$ cat src/rtl/hc4_ram_arbiter_if.sv
// Request/grant/read-data bundle for one HC4 RAM requester port.
// master = requester side, slave = arbiter side.
interface hc4_ram_arbiter_if #(
    parameter int ADDR_W = 8,
    parameter int DATA_W = 4
);
    logic              req;
    logic              we;
    logic [ADDR_W-1:0] addr;
    logic [DATA_W-1:0] wdata;
    logic              gnt;
    logic              rvalid;
    logic [DATA_W-1:0] rdata;

    modport master (
        output req, we, addr, wdata,
        input  gnt, rvalid, rdata
    );

    modport slave (
        input  req, we, addr, wdata,
        output gnt, rvalid, rdata
    );
endinterface

$ cat src/rtl/hc4_ram_arbiter.sv
// HC4 data RAM with one access slot per clock shared by CPU and host ports,
// CPU-priority arbitration with a host starvation guard, and a zero-fill sequencer.
module hc4_ram_arbiter #(
    parameter int ADDR_W         = 8,
    parameter int DATA_W         = 4,
    parameter int MAX_CPU_STREAK = 4
) (
    input  logic             clk,
    input  logic             rst,
    hc4_ram_arbiter_if.slave cpu,
    hc4_ram_arbiter_if.slave host,
    input  logic             clr_start,
    output logic             clr_busy,
    output logic             clr_done
);
    localparam int         DEPTH      = 2 ** ADDR_W;
    localparam logic [3:0] STREAK_MAX = 4'(MAX_CPU_STREAK);

    typedef enum logic {
        ARB,
        CLEAR
    } state_t;

    state_t            state;
    state_t            state_next;
    logic [ADDR_W-1:0] clr_ptr;
    logic [3:0]        streak;

    logic [DATA_W-1:0] mem [DEPTH];

    logic              cpu_gnt;
    logic              host_gnt;
    logic              mem_we;
    logic [ADDR_W-1:0] mem_addr;
    logic [DATA_W-1:0] mem_wdata;

    logic              cpu_rvalid;
    logic              host_rvalid;
    logic [DATA_W-1:0] cpu_rdata;
    logic [DATA_W-1:0] host_rdata;
    logic              clr_done_q;

    always_ff @(posedge clk) begin
        if (rst) begin
            state <= ARB;
        end else begin
            state <= state_next;
        end
    end

    always_comb begin
        state_next = state;
        cpu_gnt    = 1'b0;
        host_gnt   = 1'b0;
        clr_busy   = 1'b0;
        case (state)
            ARB: begin
                if (clr_start) begin
                    state_next = CLEAR;
                end else if (cpu.req && (!host.req || streak < STREAK_MAX)) begin
                    cpu_gnt = 1'b1;
                end else if (host.req) begin
                    host_gnt = 1'b1;
                end
            end
            CLEAR: begin
                clr_busy = 1'b1;
                if (clr_ptr == '1) begin
                    state_next = ARB;
                end
            end
            default: state_next = ARB;
        endcase
        // Reset wins over any request, so no access can slip through a reset cycle.
        if (rst) begin
            cpu_gnt  = 1'b0;
            host_gnt = 1'b0;
        end
    end

    // Single RAM port: the clear sequencer, the host or the CPU drives it.
    always_comb begin
        mem_we    = 1'b0;
        mem_addr  = cpu.addr;
        mem_wdata = cpu.wdata;
        if (state == CLEAR) begin
            mem_we    = !rst;
            mem_addr  = clr_ptr;
            mem_wdata = '0;
        end else if (host_gnt) begin
            mem_we    = host.we;
            mem_addr  = host.addr;
            mem_wdata = host.wdata;
        end else begin
            mem_we = cpu_gnt && cpu.we;
        end
    end

    always_ff @(posedge clk) begin
        if (mem_we) begin
            mem[mem_addr] <= mem_wdata;
        end
    end

    always_ff @(posedge clk) begin
        if (rst) begin
            clr_ptr     <= '0;
            streak      <= '0;
            cpu_rvalid  <= 1'b0;
            host_rvalid <= 1'b0;
            cpu_rdata   <= '0;
            host_rdata  <= '0;
            clr_done_q  <= 1'b0;
        end else begin
            clr_done_q  <= (state == CLEAR) && (clr_ptr == '1);
            cpu_rvalid  <= cpu_gnt && !cpu.we;
            host_rvalid <= host_gnt && !host.we;
            if (cpu_gnt && !cpu.we) begin
                cpu_rdata <= mem[mem_addr];
            end
            if (host_gnt && !host.we) begin
                host_rdata <= mem[mem_addr];
            end
            if (state == CLEAR) begin
                clr_ptr <= clr_ptr + 1'b1;
            end else begin
                clr_ptr <= '0;
            end
            // Streak only moves in ARB; it stays frozen across a clear.
            if (state == ARB) begin
                if (!host.req || host_gnt) begin
                    streak <= '0;
                end else if (cpu_gnt && streak != STREAK_MAX) begin
                    streak <= streak + 4'd1;
                end
            end
        end
    end

    assign cpu.gnt     = cpu_gnt;
    assign cpu.rvalid  = cpu_rvalid;
    assign cpu.rdata   = cpu_rdata;
    assign host.gnt    = host_gnt;
    assign host.rvalid = host_rvalid;
    assign host.rdata  = host_rdata;
    assign clr_done    = clr_done_q;
endmodule

$ cat src/flat_wrapper.sv
// flat-port wrapper written by rule: the top's interface ports become plain ports
module hc4_ram_arbiter_flat 
#(
    parameter int ADDR_W         = 8,
    parameter int DATA_W         = 4,
    parameter int MAX_CPU_STREAK = 4
)
  (clk, rst, clr_start, clr_busy, clr_done, cpu_req, cpu_we, cpu_addr, cpu_wdata, cpu_gnt, cpu_rvalid, cpu_rdata, host_req, host_we, host_addr, host_wdata, host_gnt, host_rvalid, host_rdata);
  hc4_ram_arbiter_if #(.ADDR_W(ADDR_W), .DATA_W(DATA_W)) cpu_i ();
  hc4_ram_arbiter_if #(.ADDR_W(ADDR_W), .DATA_W(DATA_W)) host_i ();
  input  logic clk;
  input  logic rst;
  input  logic clr_start;
  output logic clr_busy;
  output logic clr_done;
  input wire logic [$bits(cpu_i.req)-1:0] cpu_req;
  input wire logic [$bits(cpu_i.we)-1:0] cpu_we;
  input wire logic [$bits(cpu_i.addr)-1:0] cpu_addr;
  input wire logic [$bits(cpu_i.wdata)-1:0] cpu_wdata;
  output wire logic [$bits(cpu_i.gnt)-1:0] cpu_gnt;
  output wire logic [$bits(cpu_i.rvalid)-1:0] cpu_rvalid;
  output wire logic [$bits(cpu_i.rdata)-1:0] cpu_rdata;
  input wire logic [$bits(host_i.req)-1:0] host_req;
  input wire logic [$bits(host_i.we)-1:0] host_we;
  input wire logic [$bits(host_i.addr)-1:0] host_addr;
  input wire logic [$bits(host_i.wdata)-1:0] host_wdata;
  output wire logic [$bits(host_i.gnt)-1:0] host_gnt;
  output wire logic [$bits(host_i.rvalid)-1:0] host_rvalid;
  output wire logic [$bits(host_i.rdata)-1:0] host_rdata;
  assign cpu_i.req = cpu_req;
  assign cpu_i.we = cpu_we;
  assign cpu_i.addr = cpu_addr;
  assign cpu_i.wdata = cpu_wdata;
  assign cpu_gnt = cpu_i.gnt;
  assign cpu_rvalid = cpu_i.rvalid;
  assign cpu_rdata = cpu_i.rdata;
  assign host_i.req = host_req;
  assign host_i.we = host_we;
  assign host_i.addr = host_addr;
  assign host_i.wdata = host_wdata;
  assign host_gnt = host_i.gnt;
  assign host_rvalid = host_i.rvalid;
  assign host_rdata = host_i.rdata;
  hc4_ram_arbiter #(.ADDR_W(ADDR_W), .DATA_W(DATA_W), .MAX_CPU_STREAK(MAX_CPU_STREAK)) u_core (.clk(clk), .rst(rst), .cpu(cpu_i), .host(host_i), .clr_start(clr_start), .clr_busy(clr_busy), .clr_done(clr_done));
endmodule
$ cat config.mk
export PLATFORM = sky130hd
export DESIGN_NAME = hc4_ram_arbiter_flat
export DESIGN_NICKNAME = d
export VERILOG_FILES = /design/src/rtl/hc4_ram_arbiter_if.sv /design/src/rtl/hc4_ram_arbiter.sv /design/src/flat_wrapper.sv
export SDC_FILE = /design/constraint.sdc
export NUM_CORES = 1
export LEC_CHECK = 0
export ABC_AREA = 1
export BUFFER_PORTS_ARGS = -buffer_cell sky130_fd_sc_hd__buf_2
export CORE_MARGIN = 2
export CORE_UTILIZATION = 25
export CTS_CLUSTER_DIAMETER = 200
export CTS_CLUSTER_SIZE = 30
export DETAILED_ROUTE_END_ITERATION = 12
export MAX_ROUTING_LAYER = met4
export PLACE_DENSITY = 0.47
export SYNTH_ARGS = -nofsm -noshare
export SYNTH_HDL_FRONTEND = slang
export SYNTH_SLANG_ARGS = --single-unit
$ cat constraint.sdc
create_clock -name clk -period 21.9 [get_ports clk]
set_input_delay 1.095 -clock clk [delete_from_list [all_inputs] [get_ports clk]]
set_output_delay 1.095 -clock clk [all_outputs]
set_load 0.01 [all_outputs]
==> reports/qor.txt, run 1 <==
worst min path class = reg2reg
core area = 180900 µm²
total gr overflow = 0
worst relative slew slack = 0.2381
depth of the worst hold-timing path = 2
CP top delay family = simple AND/OR/NAND/NOR gates
final setup fails = 0
Peak supply drop = 50.60 µV
number of flops mapped to enable cells by yosys = 1024
# hold bufs at CTS = 0
r2r setup slk = 15.29 ns
cell with the most instances after synthesis = nand2_1
clk sinks = 1048
Avg WL per Cell = 18.41 µm
initial drt markers = 2545
H-tree level count = 2
Post-Synth Adder-Cell Area = 0.0008233
Final Non-Filler Cells = 6955
Vias = 30632
r2r worst-path depth = 20
XOR/XNOR Fraction of Synth Area = 0.0001921
WL final = 128.0 mm
hold violation count in the final report = 0
Crit Path Max Fanout = 91
global-route usage over all layers = 0.1390
Clk Latency, worst-skew pair = 0.66 ns
detailed-route DRC error count = 0
area leader, netlist = edfxtp_1
CTS tree = done
post-synth cell types = 35
proportion of synthesized area in mux cells = 0
largest net degree at the start of global routing = 177
RSZ-0062 raised after global routing = false
CP Buf/Inv Count = 5
post-synthesis compound-gate area fraction = 0.005791
Req. time, crit path = 22.50 ns
slowest library cell on the worst path = buf_4
global-route wire length before repair = 191.3 mm
Synth top area share = 0.6745
Synth warnings = 0
crit-path max cell delay = 0.86 ns
post-CTS setup buffer count = 0
max-slew violations = 0
Cell Area, Synth = 45590 µm²
final worst-path cycle share = 0.3030
worst reg2reg endpoint = u_core.cpu.rdata[2]$_SDFFE_PP0P_
PwrDens = 73.62 nW/µm²
leakage power figure = 19.14 nW
outcome = finished, final reports clean
Die Ht = 431.0 µm
DR vias/cell = 4.404
critical path class = in2reg
post-synthesis register bit count = 1048
Max Clock Skew = 0.02295 ns
Synth Area in Simple Gates = 0.2757
cell repeated most along the worst path = nand2_1
placed cell count = 6895
Avg Cell Area, Syn = 9.715 µm²
DIE AREA = 185800 µm²
Clk pin slew, worst setup/hold paths = 0.12 ns
crit start category = primary input
post-cts gate resize count = 0
half-perimeter wire length after placement = 72.33 mm
Num CTS Buffers = 40
FF-to-FF Start = u_core.state$_SDFF_PP0_
Buffers on Ports = 44
drt first pass iters = 5
Routed Antenna Nets = 0
Layout Area Growth over Synthesis = 7.717%
CTS Buffer Depth = 3
I/O pins = 45
root buffer cell = clkbuf_16
ys flop type = edfxtp_1
setup TNS = 0 ns
Tmin final = 6.636 ns
Async SR Flop Fraction = 0
syn nets = 4727
fin nets = 4601
Mapped Cells = 4693
initial antenna violation count = 3
vias in the first global route = 29857
ranking of synthesized cells by instance count = 2646 x nand2_1, 1024 x edfxtp_1, 475 x nor2_1
largest family of logic cells by synthesized area = simple AND/OR/NAND/NOR gates
share of layout cells above drive strength 1 = 0.03688
fmax = 150.7 MHz
final weighted congestion in routability-driven placement = 0.7862
Slew @ Worst Pin = 1.143 ns
Initial Util = 0.2520
CP Capture Type = flip-flop
Data arrival, critical path = 7.24 ns
Die Width = 431.0 µm
placement row count = 156
largest cells by area after synthesis = edfxtp_1 67%, nand2_1 22%, nor2_1 3.9%
Max-Cap Viols = 0
Seq/Total Area, Yosys = 0.6850
Hold Path Origin = u_core.streak[3]$_SDFFE_PP0P_
Hold EP = u_core.streak[3]$_SDFFE_PP0P_
==> how the worst max path moves through the flow <==
stage | from | to | slack, ns | depth (start not counted)
after CTS | u_core.state$_SDFF_PP0_ | u_core.cpu.rdata[0]$_SDFFE_PP0P_ | 15.20 | 20
final | rst | u_core.cpu.rdata[2]$_SDFFE_PP0P_ | 15.26 | 25
after global routing | u_core.state$_SDFF_PP0_ | u_core.host.rdata[3]$_SDFFE_PP0P_ | 14.60 | 20
after detailed placement | rst | u_core.cpu.rdata[0]$_SDFFE_PP0P_ | 14.52 | 25
after floorplan | clr_start | u_core.mem[0][0]$_DFFE_PP_ | 12.80 | 8
after global placement | rst | u_core.host.rdata[2]$_SDFFE_PP0P_ | 14.57 | 25
==> routing by layer <==
| metal | wire, µm | GRT usage | vias to the layer above |
|---|---|---|---|
| met5 | 0 | - | - |
| met4 | 2432 | 0.02767 | 0 |
| met3 | 6086 | 0.01626 | 104 |
| met2 | 58210 | 0.2181 | 687 |
| met1 | 61320 | 0.1941 | 15008 |
| li1 | - | - | 14833 |
==> stage by stage <==
step,hold slack [ns],worst slack (ns),util,power (mW),area (µm²)
global placement,0.4586,14.57,0.2654,2.708,48010
CTS,0.4775,15.20,0.2714,3.650,49100
floorplan,0.4325,12.80,-,2.562,45590
global route,0.5019,14.60,0.2714,3.755,49110
detailed placement,0.4594,14.52,0.2654,2.706,48010
finish,0.4827,15.26,0.2714,3.615,49110
==> placed cells by master, fill, tap and decap left out, types with 4 or more instances in the layout <==
| cell type | count |
|---|---|
| o21ai_0 | 19 |
| nor2_4 | 10 |
| clkbuf_16 | 41 |
| dfxtp_1 | 24 |
| inv_2 | 6 |
| buf_4 | 37 |
| inv_1 | 51 |
| edfxtp_1 | 1024 |
| nand2_1 | 2635 |
| nor2_2 | 4 |
| clkbuf_1 | 16 |
| nor2_1 | 467 |
| nand3_1 | 143 |
| nand2_2 | 9 |
| buf_12 | 4 |
| buf_2 | 44 |
| a21oi_1 | 16 |
==> final cells by class <==
type                       instances  area [µm²]
inverter                          59       229.0
clock buffer                      57        1086
tap                             2370        2965
fill                           19160      131800
sequential                      1048       31230
multi-input combinational       3333       13010
antenna                            2       5.005
clock inverter                     1       3.754
timing repair buffer              85       578.1
==> cell families (layout without fill, tap and decap cells) <==
logic type | after synthesis | after routing
simple gates | 3283 | 3283
compound gates | 46 | 46
other cells | 0 | 2
fa+ha+maj | 3 | 3
flops | 1048 | 1048
xor+xnor | 1 | 1
buf+inv | 312 | 202
==> worst reg2reg max path, delay by kind of cell, from the launching register on <==
family                 cells  cell delay (ns)
AOI/OAI and AO/OA          1             0.15
buffers and inverters      4             3.11
DFF                        1             0.44
and+or+nand+nor           15             2.85
==> where the power goes <==
part | switching [mW] | internal (mW)
clock network | 0.608 | 0.352
logic | 0.340 | 0.0962
registers | 0.00141 | 2.22
==> state kept, by name, indices dropped and copies added, names as in the netlist <==
| signal | cells |
|---|---|
| u_core.streak | 4 |
| u_core.cpu.rdata | 4 |
| u_core.host.rvalid | 1 |
| u_core.cpu.rvalid | 1 |
| u_core.state | 1 |
| u_core.host.rdata | 4 |
| u_core.clr_ptr | 8 |
| u_core.clr_done | 1 |
| u_core.mem | 1024 |
No activity file was read; power rests on OpenSTA's default activity.
==> run 2: changes to the inputs <==
- clock period: 21.9 -> 6.79 ns (I/O delays scaled with it)
==> run 2 against run 1 <==
  * Cell area is 0.30% higher
  * Worst setup slack worse by 13 ns
  * Critical path depth is 6 lower
  * Critical path type is now reg2reg
  * Largest cell class unchanged
==> reports/qor.txt, run 2 (synthesis results as in run 1) <==
setup TNS = 0 ns (unchanged)
clock network power share = 0.266 (was 0.265)
Largest regs = u_core.mem: 1024 flops, u_core.clr_ptr: 8 flops (unchanged)
final worst-path cycle share = 0.6911
Net Sw Frac = 0.2637 (was 0.2626)
critical path startpoint = u_core.state$_SDFF_PP0_ (was rst)
placed cell count = 6900 (was 6895)
final instance area = 49250 µm² (was 49110 µm²)
Net Sw Power = 3.082 mW (was 0.9494 mW)
CTS tree = done (unchanged)
Max Clock Skew = 0.02605 ns (was 0.02295 ns)
CP Capture Type = flip-flop (unchanged)
PwrDens = 237.3 nW/µm² (was 73.62 nW/µm²)
Final WS setup = 2.097 ns (was 15.26 ns)
Pint = 8.605 mW (was 2.666 mW)
DP Worst Slack = 2.040 ns (was 14.52 ns)
Avg WL per Cell = 18.45 µm (was 18.41 µm)
register share of total power = 0.612 (was 0.614)
Req. time, crit path = 7.35 ns (was 22.50 ns)
hold violation count in the final report = 0 (unchanged)
Buffers on Ports = 44 (unchanged)
Slew @ Worst Pin = 1.233 ns (was 1.143 ns)
r2r setup slk = 2.10 ns (was 15.29 ns)
vias in the first global route = 29641 (was 29857)
critical path class = reg2reg (was in2reg)
final weighted congestion in routability-driven placement = 0.7931 (was 0.7862)
final setup fails = 0 (unchanged)
detailed-route DRC error count = 0 (unchanged)
outcome = finished, final reports clean (unchanged)
largest reg by FF count = u_core.mem (unchanged)
Hold Path Origin = host_req (was u_core.streak[3]$_SDFFE_PP0P_)
placement row count = 156 (unchanged)
share of layout cells above drive strength 1 = 0.03876 (was 0.03688)
WL final = 128.5 mm (was 128.0 mm)
post-CTS setup buffer count = 0 (unchanged)
Clk pin slew, worst setup/hold paths = 0.12 ns (about the same)
Initial Util = 0.2520 (unchanged)
Layout Area Growth over Synthesis = 8.035% (was 7.717%)
core area = 180900 µm² (unchanged)
initial antenna violation count = 5 (was 3)
CTS Buffer Depth = 3 (unchanged)
Peak supply drop = 158.5 µV (was 50.60 µV)
Clk Latency, worst-skew pair = 0.67 ns (was 0.66 ns)
global-route usage over all layers = 0.1395 (was 0.1390)
worst min path class = in2reg (was reg2reg)
Max-Cap Viols = 0 (unchanged)
Vias = 30452 (was 30632)
worst relative slew slack = 0.1759 (was 0.2381)
commonest non-fill, non-tap cell in the layout = nand2_1 (unchanged)
DIE AREA = 185800 µm² (unchanged)
H-tree level count = 2 (unchanged)
Final Non-Filler Cells = 6967 (was 6955)
Num CTS Buffers = 40 (unchanged)
Die Width = 431.0 µm (unchanged)
max reg flops = 1024 (unchanged)
clk sinks = 1048 (unchanged)
I/O pins = 45 (unchanged)
root buffer cell = clkbuf_16 (unchanged)
total gr overflow = 0 (unchanged)
Data arrival, critical path = 5.25 ns (was 7.24 ns)
FF-to-FF Start = u_core.state$_SDFF_PP0_ (unchanged)
Die Ht = 431.0 µm (unchanged)
fin nets = 4610 (was 4601)
Design Power = 11.69 mW (was 3.615 mW)
Crit Path Max Fanout = 138 (was 91)
Routed Antenna Nets = 0 (unchanged)
initial drt markers = 2424 (was 2545)
power share of the combinational group = 0.122 (was 0.121)
RSZ-0062 raised after global routing = false (unchanged)
max-slew violations = 0 (unchanged)
largest net degree at the start of global routing = 181 (was 177)
most frequent cells in the layout = 2631 x nand2_1, 1024 x edfxtp_1, 467 x nor2_1, 143 x nand3_1, 51 x inv_1 (was 2635 x nand2_1, 1024 x edfxtp_1, 467 x nor2_1, 143 x nand3_1, 51 x inv_1)
global-route wire length before repair = 190.6 mm (was 191.3 mm)
half-perimeter wire length after placement = 72.13 mm (was 72.33 mm)
crit start category = flip-flop (was primary input)
placed cell area = 48110 µm² (was 48010 µm²)
Tmin final = 4.693 ns
drt first pass iters = 7 (was 5)
fmax = 213.1 MHz
leakage power figure = 19.20 nW (was 19.14 nW)
DR vias/cell = 4.371 (was 4.404)
==> run 2: cell types whose count changed in the layout (fill, tap and decap cells not counted), sizes merged <==
cell         change
buf              +5
diode            +3
dlygate4sd3      +4
==> run 2: final timing paths <==
| check | endpoint | cells past startpoint |
|---|---|---|
| worst max-delay path | u_core.host.rdata[0]$_SDFFE_PP0P_ | 19 |
| worst max register to register | u_core.host.rdata[0]$_SDFFE_PP0P_ | 19 |
| worst min-delay path | u_core.streak[1]$_SDFFE_PP0P_ | 7 |
| worst min register to register | u_core.streak[3]$_SDFFE_PP0P_ | 2 |
==> run 2: critical path, cell delays in order (launching register included) <==
cell     delay [ns]
dfxtp_1        0.54
inv_1          0.41
nand3_2        0.18
buf_4          0.38
nand2_4        0.60
buf_12         0.53
nand2_1        0.14
nand2_1        0.06
nand2_1        0.08
nand2_1        0.08
nand2_1        0.05
nand2_1        0.06
nor2_1         0.44
nor2_1         0.12
nor2_1         0.16
nand2_1        0.06
nand2_1        0.06
nand2_1        0.07
nor2_1         0.27
a21oi_1        0.11
==> run 2: layer usage <==
metal	share of wire	global-route usage	wire (µm)	vias to the layer above
met4	0.018	0.03100	2368	0
li1	-	-	-	14853
met5	0	-	0	-
met1	0.47	0.1876	60310	14887
met3	0.046	0.01636	5923	108
met2	0.47	0.2259	59920	604
==> run 2: final cells by class <==
| class | count | area [µm²] |
|---|---|---|
| Fill cell | 19166 | 131700 |
| Sequential cell | 1048 | 31230 |
| Multi-Input combinational cell | 3333 | 13020 |
| Tap cell | 2370 | 2965 |
| Clock buffer | 57 | 1086 |
| Timing Repair Buffer | 94 | 705.7 |
| Inverter | 59 | 229.0 |
| Antenna cell | 5 | 12.51 |
| Clock inverter | 1 | 3.754 |
==> run 2: timing repair <==
item | CTS | global route
gates resized for setup | 0 | 0
hold buffers | 4 | 0
endpoints found under the hold margin | 6 | 0
==> run 2: stage by stage <==
step	utilization	hold WS [ns]
2_1_floorplan	-	0.4086
3_3_place_gp	0.2659	0.4495
3_5_place_dp	0.2659	0.4557
4_1_cts	0.2721	0.1601
5_1_grt	0.2722	0.2526
6_report	0.2722	0.2184
==> run 2: power groups by stage <==
| stage | combinational (mW) | sequential [mW] | clock, mW |
|---|---|---|---|
| finish | 1.43 | 7.16 | 3.10 |
| global route | 1.60 | 7.16 | 3.40 |
| CTS | 1.45 | 7.16 | 3.20 |
| detailed placement | 1.44 | 7.30 | 0 |
| global placement | 1.45 | 7.30 | 0 |
| floorplan | 0.915 | 7.33 | 0 |
